==> src/rtl/asrv32_uart_tx_if.sv <==
// Data-bus port bundle for the console/exit responder.
// The master drives requests; the slave returns read data and a one-cycle ack.
interface asrv32_uart_tx_if;
    logic        i_stb_data;
    logic        i_wr_en;
    logic [31:0] i_data_addr;
    logic [31:0] i_data_in;
    logic [3:0]  i_wr_mask;
    logic [31:0] o_data_out;
    logic        o_ack_data;

    modport master (
        output i_stb_data, i_wr_en, i_data_addr, i_data_in, i_wr_mask,
        input  o_data_out, o_ack_data
    );

    modport slave (
        input  i_stb_data, i_wr_en, i_data_addr, i_data_in, i_wr_mask,
        output o_data_out, o_ack_data
    );
endinterface

==> src/rtl/asrv32_uart_tx.sv <==
// Memory-mapped console: TX FIFO feeding an 8N1 serialiser, plus a sticky EXIT/halt register.
// Registers: 0 TXDATA, 1 STATUS, 2 EXIT, 3 reserved (offset = addr[3:2]).
module asrv32_uart_tx #(
    parameter logic [31:0] BASE_ADDR  = 32'h8000_0000,
    parameter int unsigned CLK_DIV    = 16,
    parameter int unsigned FIFO_DEPTH = 8
) (
    input  logic                   clk,
    input  logic                   rst_n,
    asrv32_uart_tx_if.slave        bus,
    output logic                   o_uart_tx,
    output logic                   o_halt,
    output logic [31:0]            o_exit_code
);
    localparam int unsigned AW = $clog2(FIFO_DEPTH);
    localparam int unsigned CW = AW + 1;
    localparam int unsigned BW = $clog2(CLK_DIV);
    localparam logic [CW-1:0] DEPTH_C = CW'(FIFO_DEPTH);
    localparam logic [BW-1:0] BAUD_TC = BW'(CLK_DIV - 1);

    typedef enum logic [1:0] {S_IDLE, S_START, S_DATA, S_STOP} state_t;

    state_t        r_state, w_state_nx;
    logic [BW-1:0] r_baud, w_baud_nx;
    logic [2:0]    r_bit, w_bit_nx;
    logic [7:0]    r_shift, w_shift_nx;
    logic          w_pop;
    logic          w_baud_tc;

    logic [7:0]    r_mem [FIFO_DEPTH];
    logic [AW-1:0] r_wptr, r_rptr;
    logic [CW-1:0] r_count;
    logic          r_ovf;

    logic          r_ack;
    logic [31:0]   r_data_out;
    logic          r_halt;
    logic [31:0]   r_exit;

    logic          w_sel, w_rd, w_wr;
    logic [1:0]    w_off;
    logic          w_push_req, w_push_ok, w_ovf_set, w_status_rd, w_exit_wr;
    logic [31:0]   w_status, w_rdata;
    logic          w_unused_addr;

    assign w_sel       = bus.i_stb_data && (bus.i_data_addr[31:4] == BASE_ADDR[31:4]);
    assign w_rd        = w_sel && !bus.i_wr_en;
    assign w_wr        = w_sel && bus.i_wr_en;
    assign w_off       = bus.i_data_addr[3:2];
    assign w_unused_addr = ^bus.i_data_addr[1:0];

    // No bypass: acceptance depends only on the count at the start of the cycle.
    assign w_push_req  = w_wr && (w_off == 2'd0) && bus.i_wr_mask[0];
    assign w_push_ok   = w_push_req && (r_count != DEPTH_C);
    assign w_ovf_set   = w_push_req && !w_push_ok;
    assign w_status_rd = w_rd && (w_off == 2'd1);
    assign w_exit_wr   = w_wr && (w_off == 2'd2) && (bus.i_wr_mask != 4'h0);

    always_comb begin
        w_status            = '0;
        w_status[0]         = (r_count == DEPTH_C);
        w_status[1]         = (r_count == '0);
        w_status[2]         = (r_state != S_IDLE);
        w_status[3]         = r_ovf;
        w_status[8 +: CW]   = r_count;
    end

    always_comb begin
        w_rdata = '0;
        case (w_off)
            2'd1:    w_rdata = w_status;
            2'd2:    w_rdata = r_exit;
            default: w_rdata = '0;
        endcase
    end

    assign w_baud_tc = (r_baud == BAUD_TC);

    always_comb begin
        w_state_nx = r_state;
        w_baud_nx  = r_baud;
        w_bit_nx   = r_bit;
        w_shift_nx = r_shift;
        w_pop      = 1'b0;
        o_uart_tx  = 1'b1;
        unique case (r_state)
            S_IDLE: begin
                if (r_count != '0) begin
                    w_pop      = 1'b1;
                    w_shift_nx = r_mem[r_rptr];
                    w_baud_nx  = '0;
                    w_bit_nx   = '0;
                    w_state_nx = S_START;
                end
            end
            S_START: begin
                o_uart_tx = 1'b0;
                w_baud_nx = w_baud_tc ? '0 : r_baud + 1'b1;
                if (w_baud_tc) w_state_nx = S_DATA;
            end
            S_DATA: begin
                o_uart_tx = r_shift[0];
                w_baud_nx = w_baud_tc ? '0 : r_baud + 1'b1;
                if (w_baud_tc) begin
                    w_shift_nx = {1'b0, r_shift[7:1]};
                    w_bit_nx   = r_bit + 3'd1;
                    if (r_bit == 3'd7) w_state_nx = S_STOP;
                end
            end
            S_STOP: begin
                w_baud_nx = w_baud_tc ? '0 : r_baud + 1'b1;
                if (w_baud_tc) w_state_nx = S_IDLE;
            end
        endcase
    end

    always_ff @(posedge clk) begin
        if (!rst_n) begin
            r_state    <= S_IDLE;
            r_baud     <= '0;
            r_bit      <= '0;
            r_shift    <= '0;
            r_wptr     <= '0;
            r_rptr     <= '0;
            r_count    <= '0;
            r_ovf      <= 1'b0;
            r_ack      <= 1'b0;
            r_data_out <= '0;
            r_halt     <= 1'b0;
            r_exit     <= '0;
        end else begin
            r_state    <= w_state_nx;
            r_baud     <= w_baud_nx;
            r_bit      <= w_bit_nx;
            r_shift    <= w_shift_nx;
            if (w_push_ok) r_wptr <= r_wptr + 1'b1;
            if (w_pop)     r_rptr <= r_rptr + 1'b1;
            r_count    <= r_count + CW'(w_push_ok) - CW'(w_pop);
            // A drop in the same cycle as a STATUS read keeps overflow set.
            if (w_ovf_set)        r_ovf <= 1'b1;
            else if (w_status_rd) r_ovf <= 1'b0;
            r_ack      <= w_sel;
            r_data_out <= w_rd ? w_rdata : '0;
            if (w_exit_wr && !r_halt) begin
                r_halt <= 1'b1;
                r_exit <= bus.i_data_in;
            end
        end
    end

    always_ff @(posedge clk) begin
        if (w_push_ok) r_mem[r_wptr] <= bus.i_data_in[7:0];
    end

    assign bus.o_ack_data = r_ack;
    assign bus.o_data_out = r_data_out;
    assign o_halt         = r_halt;
    assign o_exit_code    = r_exit;
endmodule

==> src/flat_wrapper.sv <==
// flat-port wrapper written by rule: the top's interface ports become plain ports
module asrv32_uart_tx_flat 
#(
    parameter logic [31:0] BASE_ADDR  = 32'h8000_0000,
    parameter int unsigned CLK_DIV    = 16,
    parameter int unsigned FIFO_DEPTH = 8
)
  (clk, rst_n, o_uart_tx, o_halt, o_exit_code, bus_i_stb_data, bus_i_wr_en, bus_i_data_addr, bus_i_data_in, bus_i_wr_mask, bus_o_data_out, bus_o_ack_data);
  asrv32_uart_tx_if bus_i ();
  input  logic clk;
  input  logic rst_n;
  output logic o_uart_tx;
  output logic o_halt;
  output logic [31:0] o_exit_code;
  input wire logic [$bits(bus_i.i_stb_data)-1:0] bus_i_stb_data;
  input wire logic [$bits(bus_i.i_wr_en)-1:0] bus_i_wr_en;
  input wire logic [$bits(bus_i.i_data_addr)-1:0] bus_i_data_addr;
  input wire logic [$bits(bus_i.i_data_in)-1:0] bus_i_data_in;
  input wire logic [$bits(bus_i.i_wr_mask)-1:0] bus_i_wr_mask;
  output wire logic [$bits(bus_i.o_data_out)-1:0] bus_o_data_out;
  output wire logic [$bits(bus_i.o_ack_data)-1:0] bus_o_ack_data;
  assign bus_i.i_stb_data = bus_i_stb_data;
  assign bus_i.i_wr_en = bus_i_wr_en;
  assign bus_i.i_data_addr = bus_i_data_addr;
  assign bus_i.i_data_in = bus_i_data_in;
  assign bus_i.i_wr_mask = bus_i_wr_mask;
  assign bus_o_data_out = bus_i.o_data_out;
  assign bus_o_ack_data = bus_i.o_ack_data;
  asrv32_uart_tx #(.BASE_ADDR(BASE_ADDR), .CLK_DIV(CLK_DIV), .FIFO_DEPTH(FIFO_DEPTH)) u_core (.clk(clk), .rst_n(rst_n), .bus(bus_i), .o_uart_tx(o_uart_tx), .o_halt(o_halt), .o_exit_code(o_exit_code));
endmodule
==> config.mk <==
export PLATFORM = sky130hd
export DESIGN_NAME = asrv32_uart_tx_flat
export DESIGN_NICKNAME = d
export VERILOG_FILES = /design/src/rtl/asrv32_uart_tx_if.sv /design/src/rtl/asrv32_uart_tx.sv /design/src/flat_wrapper.sv
export SDC_FILE = /design/constraint.sdc
export NUM_CORES = 1
export LEC_CHECK = 0
export BUFFER_PORTS_ARGS = -buffer_cell sky130_fd_sc_hd__buf_2
export CAP_MARGIN = 20
export CORE_ASPECT_RATIO = 2
export CORE_MARGIN = 5
export CORE_UTILIZATION = 45
export CTS_CLUSTER_SIZE = 14
export DETAILED_ROUTE_END_ITERATION = 8
export GPL_TIMING_DRIVEN = 0
export PLACE_DENSITY = 0.71
export SYNTH_ARGS = -nofsm -noshare
export SYNTH_HDL_FRONTEND = slang
export SYNTH_SLANG_ARGS = --single-unit
==> constraint.sdc <==
create_clock -name clk -period 2.5 [get_ports clk]
set_input_delay 0.375 -clock clk [delete_from_list [all_inputs] [get_ports clk]]
set_output_delay 0.375 -clock clk [all_outputs]
set_load 0.005 [all_outputs]
==> flow_metrics.py <==
metrics = {
    "run_status": {
        "status": "complete, no violations",
    },
    "routing": {
        "routedWlPerCell_um": 18.1,
        "drcViolationCount": 0,
        "vias_per_cell": 5.19,
        "first_pass_iters": 5,
        "vias": 4449,
        "drtIter0Drc": 245,
        "wl_um": 15500,
        "antenna_left": 0,
    },
    "clock_network": {
        "clk_latency_ps": 420,
        "clock_sinks": 161,
        "clk_pin_slew_worst_paths_ps": 60,
        "root_buffer": "clkbuf_16",
        "cts_buffers": 17,
        "cts_tree": "yes",
        "htreeDepth": 4,
        "clockBufferDepth": 2,
        "post_cts_hold_buffer_count": 0,
    },
    "synthesis": {
        "synthXorXnorAreaFrac": 0.00549,
        "syn-mean-instance-area_um2": 12.8,
        "async_reset_ff_frac": 0,
        "synth_adder_area_share": 0.0384,
        "synth-seq-cells": 161,
        "synth-edff-count": 64,
        "ys.flop_type": "dfxtp_1",
        "syn-num-nets": 590,
        "yosys.area_share.simple": 0.147,
        "synthCells": 499,
        "synth_top_family_by_area": "simple AND/OR/NAND/NOR gates",
        "netlist-cell-type-count": 49,
        "synth_compound_area_frac": 0.0427,
        "syn_area_mm2": 0.00639,
        "ys_seq_area_frac": 0.605,
        "synth_warnings": 0,
        "muxShareOfSynthArea": 0.132,
    },
    "global_route": {
        "grt_pass1_wl_um": 24500,
        "antenna_found_initial": 0,
        "grt_max_degree": 17,
        "track_usage": 0.195,
        "grt_pass1_vias": 4804,
        "overflow": 0,
    },
    "placed_design": {
        "port_buffers": 135,
        "hpwlAfterDp_um": 11600,
        "place_congestion": 0.802,
    },
    "die": {
        "initial_core_util": 0.460,
        "die-area_mm2": 0.0168,
        "dieWidth_um": 94.2,
        "num_rows": 61,
        "io_pins": 139,
        "die_h_um": 178,
        "core_area_mm2": 0.0139,
    },
    "layout": {
        "drive_gt1_frac": 0.312,
        "area_growth_pct": 25.3,
        "post-route-util": 0.576,
        "nets": 747,
        "final_cell_mix": "137 x buf_2, 97 x dfxtp_1, 75 x nand2_1",
        "diodes": 0,
        "final_common_cell": "buf_2",
    },
    "critical_path": {
        "cp.required_ps": 2790,
        "cp_slowest_cell": "or3b_2",
        "r2r_start": "u_core.r_count[2]$_SDFF_PN0_",
        "cp-startpoint": "u_core.r_count[2]$_SDFF_PN0_",
        "start_kind": "register",
        "crit_type": "reg -> reg",
        "path_depth": 11,
        "critical_path_arrival_ps": 2730,
        "worst-r2r-cell-count": 11,
        "crit_path_max_incr_delay_ps": 510,
        "cp_top_family": "simple AND/OR/NAND/NOR gates",
        "crit_buf_inv": 2,
        "cpMostUsedCell": "ha_1",
        "crit_fanout": 10,
        "path_cells": "inv_1 -> ha_1 -> or3b_2 -> nand2b_4 -> nor3_1 -> buf_4 -> ha_1 -> a21o_1 -> a21oi_2 -> xnor2_1 -> nor2_1",
        "cp-end-kind": "register",
    },
    "timing": {
        "max_slew_margin": 0.560,
        "slew_violations": 0,
        "fin_tns_setup_ps": 0,
        "finalCritPeriodShare": 0.977,
        "finalSetupViolCount": 0,
        "tightest_slew_ps": 660,
        "finalHoldViolations": 0,
        "fin_skew_ps": 16.5,
        "min_period_ps": 2440,
        "max_freq_mhz": 409,
    },
    "min_path": {
        "hold_depth": 3,
        "hold_path_class": "in -> reg",
        "min_from": "bus_i_data_in[19]",
    },
    "pwr": {
        "finalPower_mw": 6.92,
        "p_per_area_mw_per_mm2": 865,
        "ir_worst_vdd_uv": 559,
        "p_leak_nw": 3.18,
    },
    "job": {
        "cap_viol_max_count": 0,
    },
}
==> cell usage after synthesis, types with 3 or more instances <==
library cell | count | area share
a21oi_1 | 4 | 0.0031
a22oi_1 | 17 | 0.020
and2_1 | 26 | 0.025
and4b_1 | 3 | 0.0047
buf_2 | 3 | 0.0024
buf_6 | 3 | 0.0053
clkbuf_1 | 19 | 0.011
dfxtp_1 | 97 | 0.30
edfxtp_1 | 64 | 0.30
ha_1 | 18 | 0.035
inv_1 | 16 | 0.0094
mux2i_1 | 48 | 0.075
mux4_2 | 16 | 0.056
nand2_1 | 75 | 0.044
nand2b_1 | 4 | 0.0039
nand3_1 | 3 | 0.0024
nor2_1 | 27 | 0.016
nor3_1 | 3 | 0.0024
nor4_2 | 3 | 0.0059
nor4_4 | 4 | 0.013
o22ai_1 | 7 | 0.0069
==> path summary, 6_finish.rpt <==
kind                                          to  slack [ps]
max                 u_core.r_count[3]$_SDFF_PN0_          60
min          u_core.o_exit_code[19]$_SDFFE_PN0P_         190
max reg2reg         u_core.r_count[3]$_SDFF_PN0_          60
min reg2reg       u_core.r_shift[7]$_SDFFE_PN0P_         470
==> logic make-up (layout without fill, tap and decap cells) <==
family | Yosys count | after routing
compound gates | 39 | 39
xor+xnor | 4 | 4
fa+ha+maj | 19 | 19
buf+inv | 43 | 213
flops | 161 | 161
mux | 64 | 64
simple gates | 169 | 169
==> per-layer routing <==
metal,up-vias,routed length [um],GRT usage
met3,41,679,0.0409
met5,-,0,0
met4,0,564,0.104
met2,159,9160,0.375
li1,2106,-,-
met1,2143,5110,0.187
==> timing repair <==
| action | CTS | global route |
|---|---|---|
| cloned | 0 | 0 |
| buffers inserted | 2 | 1 |
| setup endpoints to repair | 19 | 10 |
| resized for setup | 4 | 6 |
==> power breakdown <==
part           switching (mW)  internal, mW  leakage (nW)  total [mW]
combinational           0.713         0.606          1.53        1.32
clock                    1.04          1.58         0.295        2.62
sequential              0.108          2.87          1.36        2.98
total                    1.86          5.06          3.18        6.92
==> registers in the layout, indices dropped and copies added (netlist names), 3 cells and up, named ones only <==
name / flops
u_core.r_mem: 64
u_core.r_rptr: 3
u_core.bus.o_data_out: 32
u_core.r_wptr: 3
u_core.r_count: 4
u_core.o_exit_code: 32
u_core.r_baud: 4
u_core.r_shift: 8
u_core.r_bit: 3
==> layout make-up <==
type / instances / area [um^2]
buffer: 27 / 130
sequential: 161 / 3860
clock buffer: 24 / 524
fill: 1211 / 5890
multi-input combinational: 295 / 2390
timing repair buffer: 138 / 711
tap: 189 / 236
inverter: 16 / 60.1
clock inverter: 8 / 86.3
==> metrics by stage <==
step                cells  hold WS [ps]  worst slack [ps]  instance area (um^2)
finish                858           194              57.7                  8000
global route          858           193             -41.4                  8000
CTS                   857           181              34.2                  7960
detailed placement    823           462              -648                  7310
global placement      823           448              -580                  7310
floorplan             499           439               117                  6400
==> worst min-delay path: stages <==
cell and delay, ps:
buf_2 100, nand2_1 40, mux2i_1 50
Power figures use the tool's default switching activity.
